### src/rtl/mul_mant_pipe_if.sv
// Handshake bundle for the pipelined mantissa multiplier.
// Operand side (in_*) and result side (out_*) plus occupancy.
interface mul_mant_pipe_if #(
    parameter int MANT_W  = 11,
    parameter int TAG_W   = 4,
    parameter int LATENCY = 2
);
    localparam int OCC_W = $clog2(LATENCY + 1);

    logic              in_valid;
    logic              in_ready;
    logic [MANT_W-1:0] in_a;
    logic [MANT_W-1:0] in_b;
    logic [TAG_W-1:0]  in_tag;

    logic              out_valid;
    logic              out_ready;
    logic [MANT_W+1:0] out_result;
    logic              out_overflow;
    logic              out_round_loss;
    logic              out_zero;
    logic [TAG_W-1:0]  out_tag;
    logic [OCC_W-1:0]  occupancy;

    modport master (
        output in_valid,
        output in_a,
        output in_b,
        output in_tag,
        output out_ready,
        input  in_ready,
        input  out_valid,
        input  out_result,
        input  out_overflow,
        input  out_round_loss,
        input  out_zero,
        input  out_tag,
        input  occupancy
    );

    modport slave (
        input  in_valid,
        input  in_a,
        input  in_b,
        input  in_tag,
        input  out_ready,
        output in_ready,
        output out_valid,
        output out_result,
        output out_overflow,
        output out_round_loss,
        output out_zero,
        output out_tag,
        output occupancy
    );
endinterface

### src/rtl/mul_mant_pipe.sv
// Pipelined unsigned mantissa multiplier with elastic global stall.
// Produces rounding-ready mantissa (+R,S), overflow, sticky and zero.
module mul_mant_pipe #(
    parameter int MANT_W    = 11,
    parameter int LATENCY   = 2,
    parameter int NORMALIZE = 0,
    parameter int TAG_W     = 4
) (
    input  logic           clk,
    input  logic           rst,
    input  logic           flush,
    mul_mant_pipe_if.slave bus
);
    localparam int W     = MANT_W;
    localparam int PW    = 2 * MANT_W;
    localparam int RW    = MANT_W + 2;
    localparam int BL    = MANT_W / 2;
    localparam int OCC_W = $clog2(LATENCY + 1);

    logic                 adv;
    logic                 acc;
    logic [LATENCY-1:0]   vld_q;
    logic [LATENCY-1:0]   vld_d;
    logic [OCC_W-1:0]     occ_q;
    logic [OCC_W-1:0]     occ_d;
    logic [TAG_W-1:0]     tag_q [LATENCY];
    logic [PW-1:0]        pre_p;
    logic [RW-1:0]        res_q;
    logic [RW-1:0]        res_d;
    logic                 ovf_q;
    logic                 ovf_d;
    logic                 rl_q;
    logic                 rl_d;
    logic                 zero_q;
    logic                 zero_d;

    // The whole pipe moves only when the last stage is empty or drained.
    assign adv          = !vld_q[LATENCY-1] || bus.out_ready;
    assign bus.in_ready = adv && !flush && !rst;
    assign acc          = bus.in_valid && bus.in_ready;

    // Next valid vector: shift toward the output when advancing.
    always_comb begin
        vld_d = vld_q;
        if (adv) begin
            vld_d[0] = acc;
            for (int i = 1; i < LATENCY; i++) begin
                vld_d[i] = vld_q[i-1];
            end
        end
    end

    // Occupancy tracks the valid vector one-for-one.
    always_comb begin
        occ_d = '0;
        for (int i = 0; i < LATENCY; i++) begin
            occ_d = occ_d + OCC_W'(vld_d[i]);
        end
    end

    // Valid bits and occupancy; flush and reset kill all in flight.
    always_ff @(posedge clk) begin
        if (rst || flush) begin
            vld_q <= '0;
            occ_q <= '0;
        end else begin
            vld_q <= vld_d;
            occ_q <= occ_d;
        end
    end

    // Tag sideband travels in lock-step with the payload.
    always_ff @(posedge clk) begin
        if (rst) begin
            for (int i = 0; i < LATENCY; i++) begin
                tag_q[i] <= '0;
            end
        end else if (adv) begin
            tag_q[0] <= bus.in_tag;
            for (int i = 1; i < LATENCY; i++) begin
                tag_q[i] <= tag_q[i-1];
            end
        end
    end

    // Product datapath: b split in halves, halves merged one stage later.
    generate
        if (LATENCY == 1) begin : g_l1
            assign pre_p = PW'(bus.in_a) * PW'(bus.in_b);
        end else begin : g_ln
            logic [PW-1:0] lo_q;
            logic [PW-1:0] hi_q;
            logic [PW-1:0] pp_sum;

            // Two half-width partial products captured at accept.
            always_ff @(posedge clk) begin
                if (rst) begin
                    lo_q <= '0;
                    hi_q <= '0;
                end else if (adv) begin
                    lo_q <= PW'(bus.in_a) * PW'(bus.in_b[BL-1:0]);
                    hi_q <= PW'(bus.in_a) * PW'(bus.in_b[W-1:BL]);
                end
            end

            assign pp_sum = lo_q + (hi_q << BL);

            if (LATENCY == 2) begin : g_l2
                assign pre_p = pp_sum;
            end else begin : g_lm
                logic [PW-1:0] mid_q [LATENCY-2];

                // Full product delayed through the middle stages.
                always_ff @(posedge clk) begin
                    if (rst) begin
                        for (int i = 0; i < LATENCY - 2; i++) begin
                            mid_q[i] <= '0;
                        end
                    end else if (adv) begin
                        mid_q[0] <= pp_sum;
                        for (int i = 1; i < LATENCY - 2; i++) begin
                            mid_q[i] <= mid_q[i-1];
                        end
                    end
                end

                assign pre_p = mid_q[LATENCY-3];
            end
        end
    endgenerate

    // Slice the full product into mantissa, R, S and flags.
    always_comb begin
        ovf_d  = pre_p[PW-1];
        zero_d = ~|pre_p;
        if (NORMALIZE != 0 && ovf_d) begin
            res_d = pre_p[PW-1 -: RW];
            rl_d  = |pre_p[W-3:0];
        end else begin
            res_d = pre_p[PW-2 -: RW];
            rl_d  = |pre_p[W-4:0];
        end
    end

    // Last stage: sliced result registered straight onto the ports.
    always_ff @(posedge clk) begin
        if (rst) begin
            res_q  <= '0;
            ovf_q  <= 1'b0;
            rl_q   <= 1'b0;
            zero_q <= 1'b0;
        end else if (adv) begin
            res_q  <= res_d;
            ovf_q  <= ovf_d;
            rl_q   <= rl_d;
            zero_q <= zero_d;
        end
    end

    assign bus.out_valid      = vld_q[LATENCY-1];
    assign bus.out_result     = res_q;
    assign bus.out_overflow   = ovf_q;
    assign bus.out_round_loss = rl_q;
    assign bus.out_zero       = zero_q;
    assign bus.out_tag        = tag_q[LATENCY-1];
    assign bus.occupancy      = occ_q;
endmodule
### src/flat_wrapper.sv
// flat-port wrapper written by rule: the top's interface ports become plain ports
module mul_mant_pipe_flat 
#(
    parameter int MANT_W    = 11,
    parameter int LATENCY   = 2,
    parameter int NORMALIZE = 0,
    parameter int TAG_W     = 4
)
  (clk, rst, flush, bus_in_valid, bus_in_a, bus_in_b, bus_in_tag, bus_out_ready, bus_in_ready, bus_out_valid, bus_out_result, bus_out_overflow, bus_out_round_loss, bus_out_zero, bus_out_tag, bus_occupancy);
  mul_mant_pipe_if #(.MANT_W(MANT_W), .TAG_W(TAG_W), .LATENCY(LATENCY)) bus_i ();
  input  logic clk;
  input  logic rst;
  input  logic flush;
  input wire logic [$bits(bus_i.in_valid)-1:0] bus_in_valid;
  input wire logic [$bits(bus_i.in_a)-1:0] bus_in_a;
  input wire logic [$bits(bus_i.in_b)-1:0] bus_in_b;
  input wire logic [$bits(bus_i.in_tag)-1:0] bus_in_tag;
  input wire logic [$bits(bus_i.out_ready)-1:0] bus_out_ready;
  output wire logic [$bits(bus_i.in_ready)-1:0] bus_in_ready;
  output wire logic [$bits(bus_i.out_valid)-1:0] bus_out_valid;
  output wire logic [$bits(bus_i.out_result)-1:0] bus_out_result;
  output wire logic [$bits(bus_i.out_overflow)-1:0] bus_out_overflow;
  output wire logic [$bits(bus_i.out_round_loss)-1:0] bus_out_round_loss;
  output wire logic [$bits(bus_i.out_zero)-1:0] bus_out_zero;
  output wire logic [$bits(bus_i.out_tag)-1:0] bus_out_tag;
  output wire logic [$bits(bus_i.occupancy)-1:0] bus_occupancy;
  assign bus_i.in_valid = bus_in_valid;
  assign bus_i.in_a = bus_in_a;
  assign bus_i.in_b = bus_in_b;
  assign bus_i.in_tag = bus_in_tag;
  assign bus_i.out_ready = bus_out_ready;
  assign bus_in_ready = bus_i.in_ready;
  assign bus_out_valid = bus_i.out_valid;
  assign bus_out_result = bus_i.out_result;
  assign bus_out_overflow = bus_i.out_overflow;
  assign bus_out_round_loss = bus_i.out_round_loss;
  assign bus_out_zero = bus_i.out_zero;
  assign bus_out_tag = bus_i.out_tag;
  assign bus_occupancy = bus_i.occupancy;
  mul_mant_pipe #(.MANT_W(MANT_W), .LATENCY(LATENCY), .NORMALIZE(NORMALIZE), .TAG_W(TAG_W)) u_core (.clk(clk), .rst(rst), .flush(flush), .bus(bus_i));
endmodule
### config.mk
export PLATFORM = sky130hd
export DESIGN_NAME = mul_mant_pipe_flat
export DESIGN_NICKNAME = d
export VERILOG_FILES = /design/src/rtl/mul_mant_pipe_if.sv /design/src/rtl/mul_mant_pipe.sv /design/src/flat_wrapper.sv
export SDC_FILE = /design/constraint.sdc
export NUM_CORES = 1
export LEC_CHECK = 0
export CORE_MARGIN = 8
export CORE_UTILIZATION = 56
export CTS_CLUSTER_SIZE = 25
export DETAILED_ROUTE_END_ITERATION = 6
export MAX_ROUTING_LAYER = met4
export PLACE_DENSITY = 0.76
export SLEW_MARGIN = 15
export SYNTH_ARGS = -nofsm -noshare
export SYNTH_HDL_FRONTEND = slang
export SYNTH_SLANG_ARGS = --single-unit
### constraint.sdc
create_clock -name clk -period 5.05 [get_ports clk]
set_input_delay 0.7575 -clock clk [delete_from_list [all_inputs] [get_ports clk]]
set_output_delay 0.7575 -clock clk [all_outputs]
set_load 0.005 [all_outputs]
==> results of run 1 <==
routing by layer:
layer	part of all wire (%)	GRT usage [%]
met1	47	24.8
met2	46	30.5
met3	5.3	2.94
met4	1.4	5.79
met5	0	-
how the worst max path moves through the flow:
stage                      from                           endpoint  slack (ps)  cells after the start
floorplan           bus_in_a[0]  u_core.g_ln.lo_q[14]$_SDFFE_PP0N_         630                     15
global placement    bus_in_a[2]  u_core.g_ln.lo_q[11]$_SDFFE_PP0N_          20                     14
detailed placement  bus_in_a[2]  u_core.g_ln.lo_q[11]$_SDFFE_PP0N_         -50                     14
CTS                 bus_in_a[2]  u_core.g_ln.hi_q[15]$_SDFFE_PP0N_         300                     16
global route        bus_in_a[4]  u_core.g_ln.hi_q[15]$_SDFFE_PP0N_          90                     16
finish              bus_in_a[2]  u_core.g_ln.lo_q[11]$_SDFFE_PP0N_         270                     14
cell usage in the layout, fill, tap and decap left out, types with 8 or more instances in the layout:
cell,n
clkbuf_16,9
edfxtp_1,8
a22o_1,19
xor2_1,19
inv_1,100
xnor2_1,16
nor2_1,22
ha_1,61
clkdlybuf4s50_1,54
buf_4,28
fa_1,65
and2_1,101
nor3_1,8
nand2_1,64
a21oi_1,22
dfxtp_1,53
a21o_1,10
o21ai_0,31
critical path: cells and delay by family:
family | cells | cell delay [ps]
compound gates | 6 | 1340
fa+ha+maj | 4 | 1860
buf+inv | 3 | 810
simple gates | 1 | 220
layout make-up:
class | instances | area [sq um] | area share (%)
multi-input cells | 519 | 4510 | 61.0
flip-flops and latches | 61 | 1300 | 17.6
repair buffers | 82 | 751 | 10.2
inverters | 100 | 375 | 5.08
clock buffers | 12 | 256 | 3.47
well taps | 143 | 179 | 2.42
clock inverters | 4 | 22.5 | 0.305
cells by family after synthesis:
family	share of synthesized area, %
flops	20.6
xor+xnor	4.84
fa+ha+maj	32.6
compound gates	14.3
simple gates	19.2
buf+inv	8.42
power breakdown:
| group | internal, W | leakage [nW] | switching, W |
|---|---|---|---|
| logic | 0.000704 | 2.84 | 0.000759 |
| registers | 0.000615 | 0.532 | 0.0000849 |
| clock network | 0.000355 | 0.138 | 0.000199 |
per-stage QoR:
| stage | instance area [sq um] | setup TNS (ps) | total power, W |
|---|---|---|---|
| after CTS | 7390 | 0 | 0.00273 |
| after detailed placement | 7110 | -108 | 0.00216 |
| final | 7390 | 0 | 0.00272 |
| after global placement | 7110 | 0 | 0.00211 |
| after global routing | 7390 | 0 | 0.00295 |
| after floorplan | 6330 | 0 | 0.00175 |
sequential cells by signal (all words and copies together) (netlist names):
signal / flops
u_core.vld_q: 2
u_core.bus.out_result: 13
u_core.bus.occupancy: 2
u_core.bus.out_round_loss: 1
u_core.g_ln.hi_q: 17
u_core.g_ln.lo_q: 16
u_core.tag_q: 8
u_core.bus.out_overflow: 1
u_core.bus.out_zero: 1
==> flow_summary.ini, run 1 <==
[finish]
num_antenna_cells = 0
final_util_pct = 65.9
nets = 930
fillers = 942
finalNonFillerCells = 921
drive_gt1_share_pct = 7.58
syn_to_final_growth_pct = 16.8

[route]
drt_wl_total_mm = 13.5
viasPerCell = 5.28
dr_total_vias = 4865
routedWlPerCell_um = 14.7
drt_first_pass_iters = 4
drt_iter0_markers = 199
route.detailed.drc = 0
final_antenna_net_count = 0

[yosys]
synth-seq-cells = 61
yosys_warnings = 0
ys_async_sr_fraction_pct = 0
syn_avg_cell_area_sq_um = 8.82
syn_nets = 875
ys_top_cells_by_area = fa_1 (21%), dfxtp_1 (17%), ha_1 (12%), and2_1 (10%), inv_1 (5.9%)
synth_common_cells = and2_1 (101), inv_1 (100), fa_1 (65)
synthFlopType = dfxtp_1
seq_area_frac_synth_pct = 20.6
netlist_instances = 718
yosys.cell_count.top_type = and2_1
synth_edf_count = 8
synth_cell_type_count = 54
syn_area_sq_um = 6330
synth_top_area_share_pct = 20.6
synth_top_area_cell = fa_1

[cts]
cts_sinks = 61
numCtsBuffers = 9
cts_tree = yes
cts_resized = 0
clkTransAtPathRegs_ps = 50
clk_latency_ps = 330
h-tree-depth = 3
postCtsSetupRepairBufs = 0
clock_path_buffers = 2
postCtsHoldBufs = 0
clock-root-buffer = clkbuf_16

[sta]
setup_slack_ps = 272
tightestPinTransition_ps = 583
min_period_over_period_pct = 94.6
skew_ps = 4.98
min_period_ps = 4780
fin_hold_ws_ps = 449
final_max_slew_viol_count = 0
setup_viol = 0
slew-limit-headroom_pct = 60.7
rsz0062_at_grt = false
finalHoldViolations = 0
fmax_mhz = 209

[min_path]
worstHoldStart = u_core.bus.out_zero$_SDFFE_PP0N_
min_path_type = flop to flop
hold_depth = 2
whs_endpoint = u_core.bus.out_zero$_SDFFE_PP0N_

[placement]
port_buffers = 54
dp_slack_ps = -48.8
dp_cells = 905
gp_congestion = 0.918
dp_hpwl_mm = 11.1

[global_routing]
overflow = 0
grt_max_degree = 35
grt_pass1_wl_mm = 22.6
antenna_found_initial = 0
track_usage_pct = 19.2
grt_pass1_vias = 4923

[power_and_ir_drop]
ir_drop_uv = 284
p_leak_nw = 3.51
powerDensity_nw_per_um2 = 367

[setup_path]
reg2reg_from = u_core.g_ln.hi_q[0]$_SDFFE_PP0N_
crit_path_cell_trace = clkdlybuf4s50_1 > and2_1 > fa_1 > fa_1 > inv_1 > fa_1 > inv_1 > ha_1 > o21ai_0 > o21bai_2 > o31a_4 > a21o_1 > a211o_1 > a32o_1
r2r_cells = 11
ff2ff_setup_slack_ps = 2550
r2r_end = u_core.bus.out_zero$_SDFFE_PP0N_
worst-path-max-fanout = 11
cp.arrival_ps = 5000
path_class = input pin to flop
crit_required_ps = 5270
slowest_delay_ps = 720
crit_path_top_delay_cell = clkdlybuf4s50_1
cp_common_cell = fa_1
endpoint_kind = flop
start_kind = input pin

[floorplan]
io_pins = 55
die_y_um = 122
die_area_sq_um = 15000
rows = 39
coreArea_sq_um = 11200
fp.dieW_um = 122
start_util_pct = 56.4

[run]
drv_cap = 0

[run_status]
outcome = completed
Note: power is estimated with default switching activity, not from simulation.
==> run 2: changes to the inputs <==
--- a/config.mk
+++ b/config.mk
@@ -11,6 +11,7 @@
 export DETAILED_ROUTE_END_ITERATION = 6
 export MAX_ROUTING_LAYER = met4
 export PLACE_DENSITY = 0.76
+export REMOVE_ABC_BUFFERS = 1
 export SLEW_MARGIN = 15
 export SYNTH_ARGS = -nofsm -noshare
 export SYNTH_HDL_FRONTEND = slang
==> run 2 against run 1 <==
  * Global-route usage up 0.057 points
  * Clock-buffer cell count unchanged
  * Utilization down 0.067 points
  * Worst hold slack better by 3.9 ps
  * Clock power up 12%
  * Critical path type unchanged
  * Critical endpoint unchanged
  * Largest cell class unchanged
==> flow_summary.ini, run 2 (synthesis results as in run 1) <==
[sta]
min_period_ps = 4820
tightestPinTransition_ps = 697
min_period_over_period_pct = 95.5
rsz0062_at_grt = false
setup_viol = 0
fmax_mhz = 207
setup_tns_ps = 0
slew-limit-headroom_pct = 53.4
skew_ps = 7.10
finalHoldViolations = 0
final_max_slew_viol_count = 0

[cts]
clk_latency_ps = 330
postCtsHoldBufs = 0
clkTransAtPathRegs_ps = 50
cts_resized = 0
h-tree-depth = 3
cts_sinks = 61
clock_path_buffers = 2
clock-root-buffer = clkbuf_16
postCtsSetupRepairBufs = 0
cts_tree = yes
numCtsBuffers = 9

[min_path]
worstHoldStart = u_core.bus.out_result[11]$_SDFFE_PP0N_
min_path_type = flop to flop
hold_depth = 2
whs_endpoint = u_core.bus.out_result[11]$_SDFFE_PP0N_

[power_and_ir_drop]
switchingPower_w = 0.00104
power_w = 0.00277
p_int_w = 0.00173
ir_drop_uv = 272
powerDensity_nw_per_um2 = 375
p_sw_share_pct = 37.7
p_leak_nw = 3.50
p_comb_share_pct = 52.3
clockPowerShare_pct = 22.4
seq_power_share_pct = 25.4

[global_routing]
antenna_found_initial = 0
grt_pass1_wl_mm = 22.9
grt_max_degree = 49
track_usage_pct = 19.2
grt_pass1_vias = 4995
overflow = 0

[floorplan]
coreArea_sq_um = 11200
rows = 39
fp.dieW_um = 122
io_pins = 55
start_util_pct = 56.4
die_y_um = 122
die_area_sq_um = 15000

[setup_path]
r2r_end = u_core.bus.out_zero$_SDFFE_PP0N_
worst-path-max-fanout = 11
ff2ff_setup_slack_ps = 2510
crit_path_top_delay_cell = clkdlybuf4s50_1
crit_path_cell_trace = clkdlybuf4s50_1 > and2_1 > fa_1 > fa_1 > inv_1 > fa_1 > inv_1 > ha_1 > o21ai_0 > o21bai_2 > o31a_4 > a21o_1 > a211o_1 > a32o_1
cp_common_cell = fa_1
start_kind = input pin
crit_buf_inv = 3
r2r_cells = 11
cp_top_family = adder cells
endpoint_kind = flop
path_class = input pin to flop
crit_required_ps = 5270
cp.arrival_ps = 5040
reg2reg_from = u_core.g_ln.hi_q[0]$_SDFFE_PP0N_
slowest_delay_ps = 600

[finish]
layout_commonest_cell = and2_1
final_area_sq_um = 7380
fillers = 943
drive_gt1_share_pct = 6.99
num_antenna_cells = 0
nets = 924
top_register = u_core.g_ln.hi_q
final_cell_mix = and2_1 (101), inv_1 (100), fa_1 (65)
largest_reg_flops = 17
finalNonFillerCells = 915
syn_to_final_growth_pct = 16.6

[route]
final_antenna_net_count = 0
drt_wl_total_mm = 13.3
drt_first_pass_iters = 5
drt_iter0_markers = 183
viasPerCell = 5.24
routedWlPerCell_um = 14.5
dr_total_vias = 4799
route.detailed.drc = 0

[run]
drv_cap = 0

[placement]
port_buffers = 54
gp_congestion = 0.957
placed_area_sq_um = 7070
dp_cells = 899
dp_hpwl_mm = 10.9

[run_status]
outcome = completed
## run 2: cell types whose count changed in the layout (fill, tap and decap cells not counted), sizes merged
cell and change:
buf -6, bufinv +1, clkinvlp -1
## run 2: how the worst max path moves through the flow
stage	startpoint	to	slack [ps]	cells past startpoint
after global placement	bus_in_b[3]	u_core.g_ln.lo_q[11]$_SDFFE_PP0N_	70	14
after detailed placement	bus_in_b[3]	u_core.g_ln.lo_q[11]$_SDFFE_PP0N_	-80	14
final	bus_in_b[3]	u_core.g_ln.lo_q[11]$_SDFFE_PP0N_	230	14
after floorplan	bus_in_a[2]	u_core.g_ln.hi_q[16]$_SDFFE_PP0N_	790	14
after global routing	bus_in_b[3]	u_core.g_ln.lo_q[12]$_SDFFE_PP0N_	80	14
after CTS	bus_in_b[3]	u_core.g_ln.lo_q[11]$_SDFFE_PP0N_	260	14
## run 2: final cells by class
cell class	instances	area [sq um]	area share (%)
Clock inverter	4	45.0	0.610
Inverter	100	375	5.08
Multi-Input combinational cell	519	4510	61.1
Sequential cell	61	1300	17.6
Timing Repair Buffer	76	706	9.56
Tap cell	143	179	2.42
Clock buffer	12	267	3.61
## run 2: worst register-to-register path: stages, from the launching register on
cell,delay [ps]
dfxtp_1,340
ha_1,200
inv_1,60
fa_1,400
nand2b_1,210
a21bo_2,220
a21oi_1,160
o21ai_1,160
a211o_1,320
a21oi_1,150
nand4b_1,110
o21ai_1,140
## run 2: stage by stage
stage,setup WS [ps],hold WS [ps],utilization [%]
detailed placement,-80.1,447,63.0
finish,229,453,65.8
global placement,74.9,436,63.0
CTS,258,459,65.8
global route,75.2,480,65.8
floorplan,794,426,-
## run 2: power groups by stage
stage	registers [W]	clock network, W	logic (W)
after floorplan	0.000691	0	0.00104
after global placement	0.000704	0	0.00139
after detailed placement	0.000709	0	0.00144
after CTS	0.000701	0.000624	0.00145
after global routing	0.000717	0.000647	0.00165
final	0.000702	0.000620	0.00145
## run 2: layer usage
metal	up-vias	part of all wire [%]	wire [um]	global-route usage, %
li1	2422	-	-	-
met1	2252	48	6310	24.8
met2	111	46	6130	31.7
met3	14	5.0	661	2.58
met4	0	1.1	150	4.11
met5	-	0	0	-
==> run 3: changes to the inputs <==
--- a/config.mk
+++ b/config.mk
@@ -5,8 +5,10 @@
 export SDC_FILE = /design/constraint.sdc
 export NUM_CORES = 1
 export LEC_CHECK = 0
+export ABC_CLOCK_PERIOD_IN_PS = 5050
 export CORE_MARGIN = 8
 export CORE_UTILIZATION = 56
+export CTS_BUF_LIST = sky130_fd_sc_hd__clkbuf_8 sky130_fd_sc_hd__clkbuf_16
 export CTS_CLUSTER_SIZE = 25
 export DETAILED_ROUTE_END_ITERATION = 6
 export MAX_ROUTING_LAYER = met4
==> results of run 3 <==
The final DEF is identical to that of run 2; final timing and power are the same.
